===== config.mk =====
export PLATFORM = sky130hd
export DESIGN_NAME = wb_port_arbiter_flat
export DESIGN_NICKNAME = d
export VERILOG_FILES = /design/src/rtl/wb_port_arbiter_if.sv /design/src/rtl/wb_port_arbiter.sv /design/src/flat_wrapper.sv
export SDC_FILE = /design/constraint.sdc
export NUM_CORES = 1
export LEC_CHECK = 0
export CORE_MARGIN = 2
export CORE_UTILIZATION = 45
export CTS_CLUSTER_SIZE = 30
export DETAILED_ROUTE_END_ITERATION = 8
export GPL_TIMING_DRIVEN = 0
export PLACE_DENSITY_LB_ADDON = 0.05
export SLEW_MARGIN = 20
export SYNTH_ARGS = -nofsm -noshare
export SYNTH_HDL_FRONTEND = slang
export SYNTH_SLANG_ARGS = --single-unit

===== constraint.sdc =====
create_clock -name clk -period 4 [get_ports clk]
set_clock_uncertainty 0.2 [all_clocks]
set_input_delay 0.8 -clock clk [delete_from_list [all_inputs] [get_ports clk]]
set_output_delay 0.8 -clock clk [all_outputs]
set_load 0.01 [all_outputs]

===== src/rtl/wb_port_arbiter_if.sv =====
// Write-back port bundle: pipeline and long-latency sources in, register-file write port out.
interface wb_port_arbiter_if #(
    parameter int size  = 32,
    parameter int DEPTH = 2
);
    logic                         wb_we_i;
    logic [4:0]                   wb_addr_i;
    logic [size-1:0]              wb_data_i;
    logic                         lu_valid_i;
    logic [4:0]                   lu_addr_i;
    logic [size-1:0]              lu_data_i;
    logic                         lu_ready_o;
    logic                         stall_o;
    logic                         rf_we_o;
    logic [4:0]                   rf_addr_o;
    logic [size-1:0]              rf_data_o;
    logic [$clog2(DEPTH+1)-1:0]   pending_o;

    modport master (
        output wb_we_i, wb_addr_i, wb_data_i, lu_valid_i, lu_addr_i, lu_data_i,
        input  lu_ready_o, stall_o, rf_we_o, rf_addr_o, rf_data_o, pending_o
    );

    modport slave (
        input  wb_we_i, wb_addr_i, wb_data_i, lu_valid_i, lu_addr_i, lu_data_i,
        output lu_ready_o, stall_o, rf_we_o, rf_addr_o, rf_data_o, pending_o
    );
endinterface


===== src/rtl/wb_port_arbiter.sv =====
// Register-file write-port arbiter: pipeline writes win, long-latency results wait in a
// small FIFO, and a starvation timer forces a one-cycle pipeline stall to drain the head.
module wb_port_arbiter #(
    parameter int size         = 32,
    parameter int DEPTH        = 2,
    parameter int STARVE_LIMIT = 8
) (
    input logic              clk,
    input logic              reset,
    wb_port_arbiter_if.slave bus
);
    // state  | meaning
    // NORMAL | pipeline has priority, FIFO head fills idle slots
    // FORCE  | pipeline stalled for one cycle, FIFO head owns the write port
    typedef enum logic {NORMAL = 1'b0, FORCE = 1'b1} state_t;

    localparam int PTR_W = $clog2(DEPTH);
    localparam int CNT_W = $clog2(DEPTH + 1);
    localparam int ST_W  = $clog2(STARVE_LIMIT + 1);

    state_t           state;
    state_t           state_next;
    logic [PTR_W-1:0] wr_ptr;
    logic [PTR_W-1:0] rd_ptr;
    logic [CNT_W-1:0] count;
    logic [ST_W-1:0]  starve_cnt;
    logic [4:0]       addr_mem [DEPTH];
    logic [size-1:0]  data_mem [DEPTH];

    logic full;
    logic empty;
    logic push;
    logic pop;
    logic grant_wb;
    logic grant_lu;
    logic stall;
    logic starve_hit;

    assign full  = (count == CNT_W'(DEPTH));
    assign empty = (count == '0);

    assign bus.lu_ready_o = !full;
    assign bus.pending_o  = count;
    assign bus.stall_o    = stall;

    // Results destined for x0 are acknowledged but never stored.
    assign push = bus.lu_valid_i && !full && (bus.lu_addr_i != 5'd0);
    assign pop  = grant_lu;

    assign starve_hit = (state == NORMAL) && !empty && !grant_lu &&
                        (starve_cnt == ST_W'(STARVE_LIMIT - 1));

    always_ff @(posedge clk or posedge reset) begin
        if (reset) begin
            state <= NORMAL;
        end else begin
            state <= state_next;
        end
    end

    always_comb begin
        state_next = state;
        case (state)
            NORMAL:  if (starve_hit) state_next = FORCE;
            FORCE:   state_next = NORMAL;
            default: state_next = NORMAL;
        endcase
    end

    always_comb begin
        stall    = 1'b0;
        grant_wb = 1'b0;
        grant_lu = 1'b0;
        case (state)
            NORMAL: begin
                if (bus.wb_we_i && (bus.wb_addr_i != 5'd0)) begin
                    grant_wb = 1'b1;
                end else if (!empty) begin
                    grant_lu = 1'b1;
                end
            end
            FORCE: begin
                stall    = 1'b1;
                grant_lu = !empty;
            end
            default: begin
                stall = 1'b0;
            end
        endcase
    end

    always_ff @(posedge clk or posedge reset) begin
        if (reset) begin
            wr_ptr <= '0;
            rd_ptr <= '0;
            count  <= '0;
        end else begin
            if (push) wr_ptr <= wr_ptr + PTR_W'(1);
            if (pop)  rd_ptr <= rd_ptr + PTR_W'(1);
            case ({push, pop})
                2'b10:   count <= count + CNT_W'(1);
                2'b01:   count <= count - CNT_W'(1);
                default: count <= count;
            endcase
        end
    end

    always_ff @(posedge clk) begin
        if (push) begin
            addr_mem[wr_ptr] <= bus.lu_addr_i;
            data_mem[wr_ptr] <= bus.lu_data_i;
        end
    end

    // Cleared on entry to FORCE, so the head always gets a fresh window afterwards.
    always_ff @(posedge clk or posedge reset) begin
        if (reset) begin
            starve_cnt <= '0;
        end else if ((state != NORMAL) || empty || grant_lu || starve_hit) begin
            starve_cnt <= '0;
        end else begin
            starve_cnt <= starve_cnt + ST_W'(1);
        end
    end

    always_ff @(posedge clk or posedge reset) begin
        if (reset) begin
            bus.rf_we_o   <= 1'b0;
            bus.rf_addr_o <= '0;
            bus.rf_data_o <= '0;
        end else begin
            bus.rf_we_o <= grant_wb || grant_lu;
            if (grant_wb) begin
                bus.rf_addr_o <= bus.wb_addr_i;
                bus.rf_data_o <= bus.wb_data_i;
            end else if (grant_lu) begin
                bus.rf_addr_o <= addr_mem[rd_ptr];
                bus.rf_data_o <= data_mem[rd_ptr];
            end
        end
    end
endmodule


===== src/flat_wrapper.sv =====
// flat-port wrapper written by rule: the top's interface ports become plain ports
module wb_port_arbiter_flat 
#(
    parameter int size         = 32,
    parameter int DEPTH        = 2,
    parameter int STARVE_LIMIT = 8
)
  (clk, reset, bus_wb_we_i, bus_wb_addr_i, bus_wb_data_i, bus_lu_valid_i, bus_lu_addr_i, bus_lu_data_i, bus_lu_ready_o, bus_stall_o, bus_rf_we_o, bus_rf_addr_o, bus_rf_data_o, bus_pending_o);
  wb_port_arbiter_if #(.size(size), .DEPTH(DEPTH)) bus_i ();
  input logic clk;
  input logic reset;
  input wire logic [$bits(bus_i.wb_we_i)-1:0] bus_wb_we_i;
  input wire logic [$bits(bus_i.wb_addr_i)-1:0] bus_wb_addr_i;
  input wire logic [$bits(bus_i.wb_data_i)-1:0] bus_wb_data_i;
  input wire logic [$bits(bus_i.lu_valid_i)-1:0] bus_lu_valid_i;
  input wire logic [$bits(bus_i.lu_addr_i)-1:0] bus_lu_addr_i;
  input wire logic [$bits(bus_i.lu_data_i)-1:0] bus_lu_data_i;
  output wire logic [$bits(bus_i.lu_ready_o)-1:0] bus_lu_ready_o;
  output wire logic [$bits(bus_i.stall_o)-1:0] bus_stall_o;
  output wire logic [$bits(bus_i.rf_we_o)-1:0] bus_rf_we_o;
  output wire logic [$bits(bus_i.rf_addr_o)-1:0] bus_rf_addr_o;
  output wire logic [$bits(bus_i.rf_data_o)-1:0] bus_rf_data_o;
  output wire logic [$bits(bus_i.pending_o)-1:0] bus_pending_o;
  assign bus_i.wb_we_i = bus_wb_we_i;
  assign bus_i.wb_addr_i = bus_wb_addr_i;
  assign bus_i.wb_data_i = bus_wb_data_i;
  assign bus_i.lu_valid_i = bus_lu_valid_i;
  assign bus_i.lu_addr_i = bus_lu_addr_i;
  assign bus_i.lu_data_i = bus_lu_data_i;
  assign bus_lu_ready_o = bus_i.lu_ready_o;
  assign bus_stall_o = bus_i.stall_o;
  assign bus_rf_we_o = bus_i.rf_we_o;
  assign bus_rf_addr_o = bus_i.rf_addr_o;
  assign bus_rf_data_o = bus_i.rf_data_o;
  assign bus_pending_o = bus_i.pending_o;
  wb_port_arbiter #(.size(size), .DEPTH(DEPTH), .STARVE_LIMIT(STARVE_LIMIT)) u_core (.clk(clk), .reset(reset), .bus(bus_i));
endmodule

==> flow_metrics.py, run 1 <==
metrics = {
    "outcome": {
        "status": "finished clean",
    },
    "yosys": {
        "syn_inst": 334,
        "syn_nets": 414,
        "netlist.area_leader.share": 0.449,
        "yosysUniqueCellTypes": 37,
        "ys_top_cells_by_area": "edfxtp_1, dfrtp_1, mux2i_1, mux2_2, nor3_1",
        "syn_area_mm2": 0.00495,
        "synth-seq-area-share": 0.686,
        "synth_area_leader_cell": "edfxtp_1",
        "synth.yosys.warnings": 0,
        "synth_seq_cells": 121,
        "avgSynthCellArea_um2": 14.8,
    },
    "floorplanning": {
        "core_area_mm2": 0.0108,
        "num_rows": 38,
        "die_h_um": 109,
        "initial_utilization": 0.459,
        "die-area_mm2": 0.0119,
        "die_w_um": 109,
        "ios": 120,
    },
    "detailed_routing": {
        "vias": 3285,
        "dr.pass1.iters": 4,
        "viasPerCell": 5.23,
        "wire_per_inst_um": 17.3,
        "drtIter0Drc": 116,
        "ant_nets": 0,
        "remaining_drc_errors": 0,
        "routed_wl_mm": 10.8,
    },
    "global_routing": {
        "grt_overflow": 0,
        "grt_pass1_vias": 3329,
        "grt_max_degree": 29,
        "antenna_found_initial": 0,
        "track_usage": 0.193,
        "grt_pass1_wl_mm": 16.8,
    },
    "placed_design": {
        "place_congestion": 0.742,
        "port_buffers": 119,
        "dp_hpwl_mm": 7.48,
    },
    "critical_path": {
        "r2r_cells": 5,
        "cp_max_fo": 10,
        "critPathLaunchType": "flop",
        "worstPathArrival_ns": 2.18,
        "worstSetupEndpointType": "output pin",
        "timing.reg2reg.setup_slack_ns": 1.17,
        "timing.rr.start": "u_core.bus.pending_o[0]$_DFFE_PP0P_",
        "critical_path_class": "reg2out",
        "timing.rr.end": "u_core.data_mem[0][8]$_DFFE_PP_",
        "worst_ep_required_time_ns": 3.00,
    },
    "timing": {
        "hold_violations": 0,
        "slew_viol_final": 0,
        "maxSlewHeadroom": 0.487,
        "worst_pin_slew_ns": 0.768,
        "grt_setup_unrepaired": "false",
        "setup_viol": 0,
        "period_minus_slack_ns": 3.18,
        "clock.fmax_mhz": 314,
        "period_share": 0.795,
        "hold_slack_ns": 0.295,
    },
    "clock_tree": {
        "clk_pin_slew_ns": 0.06,
        "cts_hold_buffers": 0,
        "clock_latency_ns": 0.51,
        "clkSinkCount": 121,
        "cts_made_buffers": 17,
        "clock_path_buffers": 2,
        "cts_setup_buffers": 0,
        "cts_tree": "built",
        "root_buffer": "clkbuf_8",
        "htree_levels": 4,
        "cts_resized": 0,
    },
    "worst_hold_path": {
        "holdPathStages": 1,
        "hold_start": "u_core.starve_cnt[0]$_DFF_PP0_",
        "hold_path_end": "u_core.starve_cnt[0]$_DFF_PP0_",
        "hold_path.class": "reg2reg",
    },
    "finish": {
        "num-fill-cells": 809,
        "final_cell_mix": "clkdlybuf4s50_1, edfxtp_1, dfrtp_1",
        "drive_above_1_share": 0.166,
        "fin_util": 0.648,
        "antenna_cells": 0,
        "nets": 555,
        "final_common_cell": "clkdlybuf4s50_1",
        "syn_to_final_growth_pct": 41.2,
    },
    "power": {
        "peakVddDrop_v": 0.000327,
        "p_leak_uw": 0.00261,
        "power_density_mw_per_mm2": 730,
    },
    "run": {
        "max_cap_viol_count": 0,
    },
}
[worst max-delay path by stage]
stage                                        start  slack (ns)                          endpoint  cells after the start
2_1_floorplan  u_core.bus.pending_o[0]$_DFFE_PP0P_        0.69   u_core.addr_mem[0][0]$_DFFE_PP_                      4
3_3_place_gp                      bus_lu_addr_i[3]       -0.98  u_core.data_mem[1][13]$_DFFE_PP_                      4
3_5_place_dp                      bus_lu_addr_i[0]        0.63  u_core.data_mem[0][31]$_DFFE_PP_                      5
4_1_cts        u_core.bus.pending_o[0]$_DFFE_PP0P_        0.80                    bus_lu_ready_o                      3
5_1_grt        u_core.bus.pending_o[0]$_DFFE_PP0P_        0.74                    bus_lu_ready_o                      3
6_report       u_core.bus.pending_o[0]$_DFFE_PP0P_        0.82                    bus_lu_ready_o                      3
[per-layer routing]
metal,up-vias,share of wire,GRT usage
li1,1553,-,-
met1,1615,0.45,0.250
met2,101,0.48,0.305
met3,16,0.057,0.0616
met4,0,0.014,0.0705
met5,-,0,0
[where the power goes]
part	switching [uW]	total [uW]	internal, uW
sequential	149	1870	1720
clock	528	1490	957
combinational	888	1750	861
[cell usage after synthesis (all sizes together)]
master	count
nor3	39
buf	11
nand2b	1
nand3	1
o21a	1
o2bb2ai	1
or2	1
xnor2	4
o32ai	1
nor4	1
inv	4
o311ai	2
xor2	1
a211oi	2
clkbuf	12
dfrtp	47
nor4b	1
o211ai	1
nand2	4
nor2b	1
or4	3
nand3b	1
edfxtp	74
a22o	3
a21oi	34
mux2	33
mux2i	37
o21ai	3
nor2	8
ha	2
[flip-flops by register name, summed over array words and instances, names as in the netlist]
register              flops
u_core.starve_cnt         4
u_core.wr_ptr             1
u_core.bus.rf_we_o        1
u_core.addr_mem          10
u_core.data_mem          64
u_core.bus.pending_o      2
u_core.bus.rf_data_o     32
u_core.state              1
u_core.bus.rf_addr_o      5
u_core.rd_ptr             1
[metrics by stage]
stage                     total power, uW  std cells  setup slack [ns]  instance area (um^2)  setup TNS (ns)
after CTS                            5160        628             0.803                  6990               0
after floorplan                      2860        334             0.693                  4950               0
final                                5100        628             0.819                  6990               0
after global routing                 5390        628             0.745                  6990               0
after detailed placement             3660        596             0.630                  6410               0
after global placement               3590        593            -0.976                  6320          -72.12
[cell families after synthesis]
kind of cell	Yosys count	synth area share
buffers and inverters	27	0.0278
xor gates and xnor gates	5	0.00884
adders and majority gates	2	0.00505
AOI/OAI and AO/OA	48	0.0581
muxes	70	0.151
and+or+nand+nor	61	0.0632
DFF	121	0.686
[worst max-delay path: stages (launching register included)]
cell	delay (ns)
dfrtp_1	0.40
clkbuf_1	0.50
nand2b_1	0.22
clkdlybuf4s50_1	0.55
[area by class of cell]
cell class                      instances  area [um^2]  area share
Buffer                                 23          123      0.0175
Clock buffer                           19          432      0.0617
Clock inverter                         13          153      0.0218
Inverter                                4         15.0     0.00215
Multi-Input combinational cell        186         1430       0.205
Sequential cell                       121         3400       0.486
Tap cell                              140          175      0.0251
Timing Repair Buffer                  122         1270       0.181
Note: power is estimated with default switching activity, not from simulation.
==> run 2, diff against run 1 <==
clock period = 2.7 ns   (was 4 ns; I/O delays follow)
==> run 2 against run 1 <==
  * Sequential power is 50% higher
  * Final cell count is 0.16% higher
  * Worst setup slack worse by 0.63 ns
  * Sequential share of layout area is 0.42 points lower
  * Die area stayed put
  * First-iteration DRC count is 34% higher
  * Final area is 0.91% higher
  * Register-to-register slack worse by 0.77 ns
  * Critical path type unchanged
==> flow_metrics.py, run 2 (synthesis results as in run 1) <==
metrics = {
    "outcome": {
        "status": "finished clean",
    },
    "finish": {
        "regArea_mm2": 0.00340,
        "syn_to_final_growth_pct": 42.5,
        "final_common_cell": "clkdlybuf4s50_1",
        "final_cell_mix": "clkdlybuf4s50_1, edfxtp_1, dfrtp_1",
        "drive_above_1_share": 0.176,
        "fin_util": 0.654,
        "reg.largest.list": "u_core.data_mem (64), u_core.bus.rf_data_o (32), u_core.addr_mem (10)",
        "antenna_cells": 0,
        "multi_input_comb_area_mm2": 0.00143,
        "finalNonFillerCells": 629,
        "largest_register_ff_count": 64,
        "num-fill-cells": 848,
        "regMostFlops": "u_core.data_mem",
        "nets": 556,
    },
    "timing": {
        "hold_slack_ns": 0.200,
        "period_minus_slack_ns": 2.51,
        "worst_slack_ns": 0.189,
        "grt_setup_unrepaired": "false",
        "hold_violations": 0,
        "clock.fmax_mhz": 398,
        "maxSlewHeadroom": 0.521,
        "period_share": 0.930,
        "worst_pin_slew_ns": 0.716,
        "setup_viol": 0,
        "slew_viol_final": 0,
    },
    "floorplanning": {
        "ios": 120,
        "num_rows": 38,
        "core_area_mm2": 0.0108,
        "initial_utilization": 0.459,
        "die-area_mm2": 0.0119,
        "die_h_um": 109,
        "die_w_um": 109,
    },
    "clock_tree": {
        "clkSinkCount": 121,
        "clk_pin_slew_ns": 0.06,
        "htree_levels": 4,
        "cts_tree": "built",
        "clock_latency_ns": 0.51,
        "root_buffer": "clkbuf_8",
        "clock_path_buffers": 2,
        "cts_made_buffers": 17,
    },
    "detailed_routing": {
        "viasPerCell": 5.18,
        "routed_wl_mm": 10.9,
        "wire_per_inst_um": 17.3,
        "vias": 3260,
        "remaining_drc_errors": 0,
        "dr.pass1.iters": 5,
        "drtIter0Drc": 155,
        "ant_nets": 0,
    },
    "global_routing": {
        "grt_overflow": 0,
        "antenna_found_initial": 0,
        "grt_max_degree": 26,
        "track_usage": 0.194,
        "grt_pass1_vias": 3333,
        "grt_pass1_wl_mm": 16.9,
    },
    "power": {
        "power_density_mw_per_mm2": 1100,
        "peakVddDrop_v": 0.000540,
        "p_leak_uw": 0.00263,
    },
    "critical_path": {
        "worstSetupStartpoint": "u_core.bus.pending_o[1]$_DFFE_PP0P_",
        "critical_path_buf_inv_count": 1,
        "worstSetupEndpointType": "output pin",
        "critical_path_class": "reg2out",
        "timing.rr.end": "u_core.data_mem[1][8]$_DFFE_PP_",
        "r2r_cells": 5,
        "worst_ep_required_time_ns": 1.96,
        "timing.reg2reg.setup_slack_ns": 0.40,
        "cp_max_fo": 13,
        "critPathLaunchType": "flop",
        "crit_chain": "nand2b_1, clkdlybuf4s50_1",
        "cp-endpoint": "bus_lu_ready_o",
        "timing.rr.start": "u_core.bus.pending_o[1]$_DFFE_PP0P_",
        "worstPathArrival_ns": 1.77,
        "cpMaxStageDelayCell": "dfrtp_1",
        "path_delay_family": "flip-flops",
        "worst_path_largest_cell_delay_ns": 0.54,
        "path_depth": 2,
    },
    "run": {
        "max_cap_viol_count": 0,
    },
    "worst_hold_path": {
        "hold_path.class": "in2async",
    },
    "placed_design": {
        "dp_hpwl_mm": 7.45,
        "place_congestion": 0.720,
        "pre_cts_ws_ns": -0.492,
        "port_buffers": 119,
        "placed_cells": 597,
    },
}
## run 2: cell types whose count changed in the layout (fill, tap and decap cells not counted)
cell,before,now
buf_4,2,4
buf_8,0,1
bufinv_16,3,4
clkbuf_1,13,10
clkinv_2,4,0
clkinv_4,1,2
clkinvlp_4,4,5
dfrtp_1,47,46
dfrtp_2,0,1
inv_6,0,2
## run 2: timing repair
item	4_1_cts	5_1_grt
resized for setup	0	1
endpoints found under the setup margin	36	37
buffers inserted	0	2
pin swaps	0	1
hold buffers	0	0
endpoints found under the hold margin	0	0
## run 2: routing by layer
layer	share of wire	routed length [um]	track usage	up-vias
li1	-	-	-	1552
met1	0.45	4930	0.252	1600
met2	0.48	5210	0.310	95
met3	0.055	592	0.0592	13
met4	0.011	120	0.0659	0
met5	0	0	0	-
## run 2: worst register-to-register path: stages, from the launching register on
cell and delay, ns:
dfrtp_1 0.54, nand2b_1 0.17, o211ai_1 0.10, buf_4 0.17, nor2_4 0.56, buf_16 0.25
## run 2: metrics by stage
step | instance area [um^2] | power, uW | TNS, ns
3_3_place_gp | 6320 | 5310 | -91.68
5_1_grt | 7060 | 8150 | 0
3_5_place_dp | 6420 | 5450 | -27.51
6_report | 7060 | 7730 | 0
2_1_floorplan | 4960 | 4240 | -1.65
4_1_cts | 7040 | 7800 | 0
## run 2: layout make-up
class	instances	share of cell area
multi-input combinational	186	0.203
clock inverter	14	0.0278
buffer	21	0.0163
sequential	121	0.482
tap	140	0.0248
clock buffer	18	0.0606
inverter	4	0.00213
timing repair buffer	125	0.184
## run 2: how the worst min path moves through the flow
| stage | slack [ns] | end |
|---|---|---|
| after floorplan | 0.24 | u_core.starve_cnt[0]$_DFF_PP0_ |
| after global placement | 0.26 | u_core.starve_cnt[0]$_DFF_PP0_ |
| after detailed placement | 0.26 | u_core.starve_cnt[0]$_DFF_PP0_ |
| after CTS | 0.21 | u_core.bus.rf_data_o[17]$_DFFE_PP0P_ |
| after global routing | 0.23 | u_core.bus.rf_data_o[17]$_DFFE_PP0P_ |
| final | 0.20 | u_core.bus.rf_data_o[17]$_DFFE_PP0P_ |
## run 2: power by group
group	internal (uW)	leakage, uW	switching (uW)
Sequential	2550	0.00124	268
Clock	1530	0.000288	822
Combinational	1290	0.00111	1270
==> run 3, diff against run 2 <==
CORE_ASPECT_RATIO = 2   (was unset)
REMOVE_ABC_BUFFERS = 1   (was unset)
==> run 3 against run 2 <==
  * Critical path depth up 6
  * Via count down 0.86%
  * Clock power up 8.9%
  * Critical path type is now in2reg
  * Die area up 0.43%
  * Final cell count down 2.9%
  * Clock-buffer cell count up 2
  * Critical endpoint is now u_core.bus.pending_o[1]$_DFFE_PP0P_
  * Flip-flop and latch count unchanged
  * Largest power group unchanged
  * Power up 2.7%
  * Global-route usage up 1.1 points
==> flow_metrics.py, run 3 (synthesis results as in run 1) <==
metrics = {
    "critical_path": {
        "worstSetupEndpointType": "flop",
        "timing.rr.start": "u_core.bus.pending_o[0]$_DFFE_PP0P_",
        "worst_path_largest_cell_delay_ns": 0.67,
        "crit_chain": "clkdlybuf4s50_1, nor2b_1, o21a_1, nor2_1, ha_1, xnor2_1, nor2_1, xor2_1",
        "worst_ep_required_time_ns": 2.76,
        "cp_max_fo": 10,
        "critical_path_class": "in2reg",
        "cpMaxStageDelayCell": "nor2b_1",
        "cp_common_cell": "nor2_1",
        "critPathLaunchType": "input port",
        "worstPathArrival_ns": 2.64,
        "worstSetupStartpoint": "bus_wb_we_i",
    },
    "floorplanning": {
        "core_area_mm2": 0.0108,
        "die_h_um": 152,
        "die_w_um": 78.2,
        "die-area_mm2": 0.0119,
        "ios": 120,
        "num_rows": 54,
        "initial_utilization": 0.458,
    },
    "timing": {
        "slew_viol_final": 0,
        "grt_setup_unrepaired": "false",
        "hold_slack_ns": 0.278,
        "clock.fmax_mhz": 389,
        "maxSlewHeadroom": 0.417,
        "worst_pin_slew_ns": 0.875,
        "setup_viol": 0,
        "hold_violations": 0,
        "period_share": 0.953,
        "period_minus_slack_ns": 2.57,
    },
    "placed_design": {
        "port_buffers": 119,
        "placed_cells": 577,
        "dp_hpwl_mm": 7.27,
        "place_congestion": 0.731,
    },
    "detailed_routing": {
        "drtIter0Drc": 162,
        "viasPerCell": 5.29,
        "wire_per_inst_um": 18.4,
        "vias": 3232,
        "remaining_drc_errors": 0,
        "routed_wl_mm": 11.2,
        "dr.pass1.iters": 4,
        "ant_nets": 0,
    },
    "finish": {
        "largest_register_ff_count": 64,
        "syn_to_final_growth_pct": 43.4,
        "reg.largest.list": "u_core.data_mem (64), u_core.bus.rf_data_o (32), u_core.addr_mem (10)",
        "final_common_cell": "clkdlybuf4s50_1",
        "nets": 538,
        "regMostFlops": "u_core.data_mem",
        "final_cell_mix": "clkdlybuf4s50_1, edfxtp_1, dfrtp_1",
        "fin_util": 0.657,
        "drive_above_1_share": 0.172,
        "antenna_cells": 0,
        "finalNonFillerCells": 611,
    },
    "clock_tree": {
        "cts_hold_buffers": 0,
        "cts_made_buffers": 17,
        "clock_path_buffers": 2,
        "clkSinkCount": 121,
        "root_buffer": "clkbuf_16",
        "cts_tree": "built",
        "htree_levels": 4,
        "clock_latency_ns": 0.40,
        "clk_pin_slew_ns": 0.05,
    },
    "global_routing": {
        "grt_overflow": 0,
        "grt_pass1_vias": 3549,
        "track_usage": 0.204,
        "grt_pass1_wl_mm": 18.3,
        "antenna_found_initial": 0,
        "grt_max_degree": 40,
    },
    "worst_hold_path": {
        "hold_start": "u_core.starve_cnt[0]$_DFF_PP0_",
        "hold_path.class": "reg2reg",
    },
    "run": {
        "max_cap_viol_count": 0,
    },
    "power": {
        "p_leak_uw": 0.00265,
        "peakVddDrop_v": 0.000759,
        "power_density_mw_per_mm2": 1120,
    },
    "outcome": {
        "status": "finished clean",
    },
}
==> run 3: cell types whose count changed in the layout (fill, tap and decap cells not counted), sizes merged <==
cell | before | now
clkbuf | 28 | 20
bufinv | 4 | 6
inv | 6 | 4
clkinv | 3 | 2
clkdlybuf4s50 | 119 | 118
buf | 17 | 9
clkinvlp | 5 | 4
dlymetal6s2s | 0 | 1
==> run 3: cell type report <==
cell class / instances / area, um^2
fill: 844 / 3710
sequential: 121 / 3410
multi-input combinational: 186 / 1430
timing repair buffer: 128 / 1390
clock buffer: 20 / 457
clock inverter: 12 / 220
tap: 140 / 175
inverter: 4 / 15.0
==> run 3: worst max-delay path, delay by kind of cell <==
family | cells | cell delay, ns
xor gates and xnor gates | 2 | 0.29
and+or+nand+nor | 3 | 0.81
AOI/OAI and AO/OA | 1 | 0.28
buffers and inverters | 1 | 0.47
adders and majority gates | 1 | 0.25
==> run 3: path summary, 6_finish.rpt <==
path	to	slack, ns	depth (start not counted)
min	u_core.starve_cnt[0]$_DFF_PP0_	0.28	1
min reg2reg	u_core.starve_cnt[0]$_DFF_PP0_	0.28	1
max in group asynchronous	u_core.bus.pending_o[1]$_DFFE_PP0P_	1.35	3
max reg2reg	u_core.bus.pending_o[1]$_DFFE_PP0P_	0.18	7
min in group asynchronous	u_core.bus.rf_data_o[31]$_DFFE_PP0P_	0.38	2
max	u_core.bus.pending_o[1]$_DFFE_PP0P_	0.13	8
==> run 3: per-stage QoR <==
| step | area (um^2) | setup slack, ns | setup TNS (ns) | power (uW) |
|---|---|---|---|---|
| 2_1_floorplan | 4830 | -0.972 | -71.89 | 4170 |
| 6_report | 7100 | 0.127 | 0 | 7940 |
| 4_1_cts | 7090 | 0.00949 | 0 | 8030 |
| 5_1_grt | 7100 | 0.0394 | 0 | 8360 |
| 3_3_place_gp | 6190 | -2.55 | -234.04 | 5240 |
| 3_5_place_dp | 6400 | -0.435 | -34.83 | 5430 |
==> run 3: routing by layer <==
layer  track usage  share of wire  routed length (um)  up-vias
li1              -              -                   -     1521
met1         0.233           0.38                4270     1591
met2         0.362           0.56                6240      105
met3        0.0616          0.048                 534       15
met4        0.0660          0.017                 187        0
met5             0              0                   0        -
==> run 3: power by group <==
| group | internal (uW) | total [uW] | switching [uW] | leakage [uW] |
|---|---|---|---|---|
| clock network | 1780 | 2560 | 784 | 0.000318 |
| logic | 1290 | 2370 | 1070 | 0.00109 |
| registers | 2560 | 3010 | 457 | 0.00124 |
| total | 5630 | 7940 | 2310 | 0.00265 |
==> run 3: timing repair <==
item | 4_1_cts | 5_1_grt
endpoints found under the hold margin | 0 | 0
endpoints found under the setup margin | 39 | 14
resized for setup | 0 | 2
buffers inserted | 1 | 1
pin swaps | 1 | 1
==> edit 1, RTL diff (settings of run 1) <==
`STARVE_LIMIT` is set to 8 in 2 places; all go to 4.
--- a/src/rtl/wb_port_arbiter.sv
+++ b/src/rtl/wb_port_arbiter.sv
@@ -3,7 +3,7 @@
 module wb_port_arbiter #(
     parameter int size         = 32,
     parameter int DEPTH        = 2,
-    parameter int STARVE_LIMIT = 8
+    parameter int STARVE_LIMIT = 4
 ) (
     input logic              clk,
     input logic              reset,
--- a/src/flat_wrapper.sv
+++ b/src/flat_wrapper.sv
@@ -3,7 +3,7 @@
 #(
     parameter int size         = 32,
     parameter int DEPTH        = 2,
-    parameter int STARVE_LIMIT = 8
+    parameter int STARVE_LIMIT = 4
 )
   (clk, reset, bus_wb_we_i, bus_wb_addr_i, bus_wb_data_i, bus_lu_valid_i, bus_lu_addr_i, bus_lu_data_i, bus_lu_ready_o, bus_stall_o, bus_rf_we_o, bus_rf_addr_o, bus_rf_data_o, bus_pending_o);
   wb_port_arbiter_if #(.size(size), .DEPTH(DEPTH)) bus_i ();
Function: changed (a bounded check fails within 10 cycles, from zero or initial values and one cycle with reset high).
==> edit 1 against run 1 <==
Maximum frequency is 0.90% higher; worst hold slack worse by 55 ps; area after synthesis is 0.38% lower; design area is 0.36% lower; critical path depth stayed put; power is 0.79% higher; setup slack better by 29 ps; routed wire length is 1.4% higher; sequential cell count is 1 lower; largest power group unchanged.
==> edit 1: results (changes against run 1) <==
DP Area = 0.00639 mm2 (-0.29%)
Flop2flop setup slack = 1230 ps (+60 ps)
Register area share after synthesis = 68.4% (-0.25 points)
Filler cell count = 879 (+8.7%)
Wire per inst = 17.7 um (+2.6%)
Largest register FFs = 64 (unchanged)
Syn nets = 408 (-1.4%)
Worst slew margin = 51.1% (+2.4 points)
Synth async-reset ratio = 38.3% (-0.51 points)
Clock Pin Slew Worst Setup and Hold Paths = 50 ps
Grt met2 use = 32.9% (+2.4 points)
Via count = 3,242 (-1.3%)
GR Layer Usage met1 = 24.7% (-0.27 points)
GRT met3 Usage = 5.32% (-0.84 points)
Synth cell types = 36 (-2.7%)
P_leak = 2.64 nW (+1.2%)
Run status = finished clean
Clk Latency, worst-skew pair = 490 ps (-20 ps)
Routability Congestion = 0.804 (+8.4%)
Layout cells sized above 1 = 15.8% (-0.80 points)
Data arrival time of the critical path = 2150 ps (-30 ps)
EDFF count, synth = 74 (unchanged)
Peak supply drop = 0.303 mV (-7.2%)
Most instantiated cells after synthesis = edfxtp_1 (74), dfrtp_1 (46), mux2i_1 (36)
Vias in the first global route = 3,425 (+2.9%)
Initial drt markers = 129 (+11%)
R2r endpoint = u_core.data_mem[1][4]
CTS H-tree lvls = 4 (unchanged)
Gr usage total = 19.6% (+0.36 points)
HPWL after DPL = 7340 um (-2.0%)
Largest net degree at the start of global routing = 27 (-6.9%)
## edit 1: cell count changes in the layout (fill, tap and decap cells not counted), sizes merged, moves of 2 or more
cell	delta
clkbuf	+4
clkinv	-3
nor2	-2
nor3	-5
nor4	+2
o211ai	+2
## edit 1: worst max-delay path: cells and delay by family, from the launching register on
family	cells	cell delay, ps
and+or+nand+nor	1	200
buffers and inverters	2	1050
DFF	1	410
## edit 1: worst max path at each step
stage                              to
2_1_floorplan   u_core.addr_mem[0][0]
3_3_place_gp    u_core.data_mem[0][9]
3_5_place_dp   u_core.data_mem[0][31]
4_1_cts                bus_lu_ready_o
5_1_grt                bus_lu_ready_o
6_report               bus_lu_ready_o
## edit 1: cell type report
cell class                 count  share of cell area, %
sequential                   120                   48.4
multi-input combinational    180                   20.5
timing repair buffer         122                   18.2
clock buffer                  24                   6.90
tap                          140                   2.51
buffer                        22                   1.78
clock inverter                 8                   1.40
inverter                       5                  0.269
## edit 1: per-layer routing
| metal | vias up | part of all wire (%) |
|---|---|---|
| met3 | 9 | 5.4 |
| li1 | 1523 | - |
| met2 | 102 | 50 |
| met5 | - | 0 |
| met1 | 1608 | 43 |
| met4 | 0 | 1.0 |
## edit 1: metrics by stage
| step | hold slack, ps | setup WS [ps] | util (%) | std cells |
|---|---|---|---|---|
| 2_1_floorplan | 216 | 693 | - | 327 |
| 3_3_place_gp | 228 | -1040 | 58.6 | 586 |
| 3_5_place_dp | 243 | 572 | 59.5 | 589 |
| 4_1_cts | 246 | 823 | 64.8 | 621 |
| 5_1_grt | 260 | 740 | 64.8 | 621 |
| 6_report | 240 | 847 | 64.8 | 621 |
## edit 1: power breakdown
part	internal [mW]	leakage, nW	switching, mW	total, mW
registers	1.72	1.22	0.154	1.87
logic	0.905	1.14	0.914	1.82
clock network	0.948	0.277	0.505	1.45
## edit 1: kinds of logic after synthesis
logic type / Yosys count / share of synthesized area (%)
buffers and inverters: 27 / 2.89
XOR/XNOR: 4 / 0.710
flip-flops: 120 / 68.4
multiplexers: 69 / 15.6
adder cells (fa/ha/maj): 3 / 0.761
AO/OA/AOI/OAI: 48 / 5.71
AND/OR/NAND/NOR: 56 / 5.94
==> edit 2, RTL diff (flow settings as in run 1) <==
Without the edit above. Make the reset (`reset`) synchronous in 4 clocked blocks.
--- a/src/rtl/wb_port_arbiter.sv
+++ b/src/rtl/wb_port_arbiter.sv
@@ -50,7 +50,7 @@
     assign starve_hit = (state == NORMAL) && !empty && !grant_lu &&
                         (starve_cnt == ST_W'(STARVE_LIMIT - 1));
 
-    always_ff @(posedge clk or posedge reset) begin
+    always_ff @(posedge clk) begin
         if (reset) begin
             state <= NORMAL;
         end else begin
@@ -89,7 +89,7 @@
         endcase
     end
 
-    always_ff @(posedge clk or posedge reset) begin
+    always_ff @(posedge clk) begin
         if (reset) begin
             wr_ptr <= '0;
             rd_ptr <= '0;
@@ -113,7 +113,7 @@
     end
 
     // Cleared on entry to FORCE, so the head always gets a fresh window afterwards.
-    always_ff @(posedge clk or posedge reset) begin
+    always_ff @(posedge clk) begin
         if (reset) begin
             starve_cnt <= '0;
         end else if ((state != NORMAL) || empty || grant_lu || starve_hit) begin
@@ -123,7 +123,7 @@
         end
     end
 
-    always_ff @(posedge clk or posedge reset) begin
+    always_ff @(posedge clk) begin
         if (reset) begin
             bus.rf_we_o   <= 1'b0;
             bus.rf_addr_o <= '0;
Formal check against the unedited RTL: differs if reset is asserted again (counterexample within 4 cycles, from zero or initial values and one cycle with reset high); with reset held inactive, the same outputs for 10 cycles.
==> edit 2 against run 1 <==
Routed wire length is 1.7% higher; area after synthesis is 5.2% lower; design area is 4.2% lower; setup slack better by 150 ps; global-route usage is 0.99 points higher; combinational power is 29% lower; sequential cell count is 1 higher; power is 14% lower; highest routed layer unchanged.
==> edit 2: results (changes against run 1) <==
Worst Hold Margin = 257 ps (-38.7 ps)
Area fraction in compound gates after synthesis = 11.6% (+5.8 points)
P_leak = 2.34 nW (-10%)
F_max = 0.329 GHz (+4.8%)
PD cells = 653 mW/mm2 (-11%)
Slowest cell delay on critical path = 520 ps (-30 ps)
Run status = finished clean
Routability Congestion = 0.773 (+4.1%)
Post-synthesis mux area share = 7.89% (-7.2 points)
Layout cells sized above 1 = 11.0% (-5.6 points)
Gate power share = 28.3% (-6.0 points)
Peak supply drop = 0.285 mV (-13%)
Initial drt markers = 133 (+15%)
Wire per inst = 16.7 um (-3.5%)
Cell area after layout = 0.00670 mm2 (-4.2%)
R2r startpoint = u_core.state
Largest net degree at the start of global routing = 25 (-14%)
Crit. End Element = flop
Data arrival time of the critical path = 3270 ps (+1090 ps)
DP Area = 0.00612 mm2 (-4.4%)
Flop pwr share = 38.4% (+1.8 points)
Vias in the first global route = 3,529 (+6.0%)
Flop2flop setup slack = 1400 ps (+230 ps)
Worst slew margin = 59.7% (+11 points)
R2r endpoint = u_core.bus.pending_o[1]
Hold_sp = u_core.starve_cnt[0]
Post-Synth XOR/XNOR Area = 0.746% (-0.14 points)
Final wirelength = 11,000 um (+1.7%)
Sw Share = 30.2% (-0.50 points)
Post-Place Cells = 630 (+5.7%)
Register area share after synthesis = 67.8% (-0.85 points)
## edit 2: changes by cell type after synthesis, sizes merged, moves of 3 or more
cell,change
nor3,-37
buf,+5
clkbuf,-4
nand2,+70
a21oi,+9
dfxtp,+48
o211ai,+37
mux2,-33
dfrtp,-47
a22o,-3
## edit 2: per-layer routing
metal  vias to the layer above  wire [um]  track usage (%)
met5                         -          0                0
met4                         0        161             8.46
met3                        16        702             6.44
met2                       109       5450             33.4
met1                      1674       4720             24.6
li1                       1650          -                -
## edit 2: area by class of cell
| cell class | instances | area share, % |
|---|---|---|
| Buffer | 24 | 1.79 |
| Clock buffer | 18 | 6.39 |
| Clock inverter | 14 | 2.19 |
| Inverter | 2 | 0.112 |
| Multi-Input combinational cell | 225 | 20.9 |
| Sequential cell | 122 | 47.5 |
| Tap cell | 136 | 2.54 |
| Timing Repair Buffer | 121 | 18.6 |
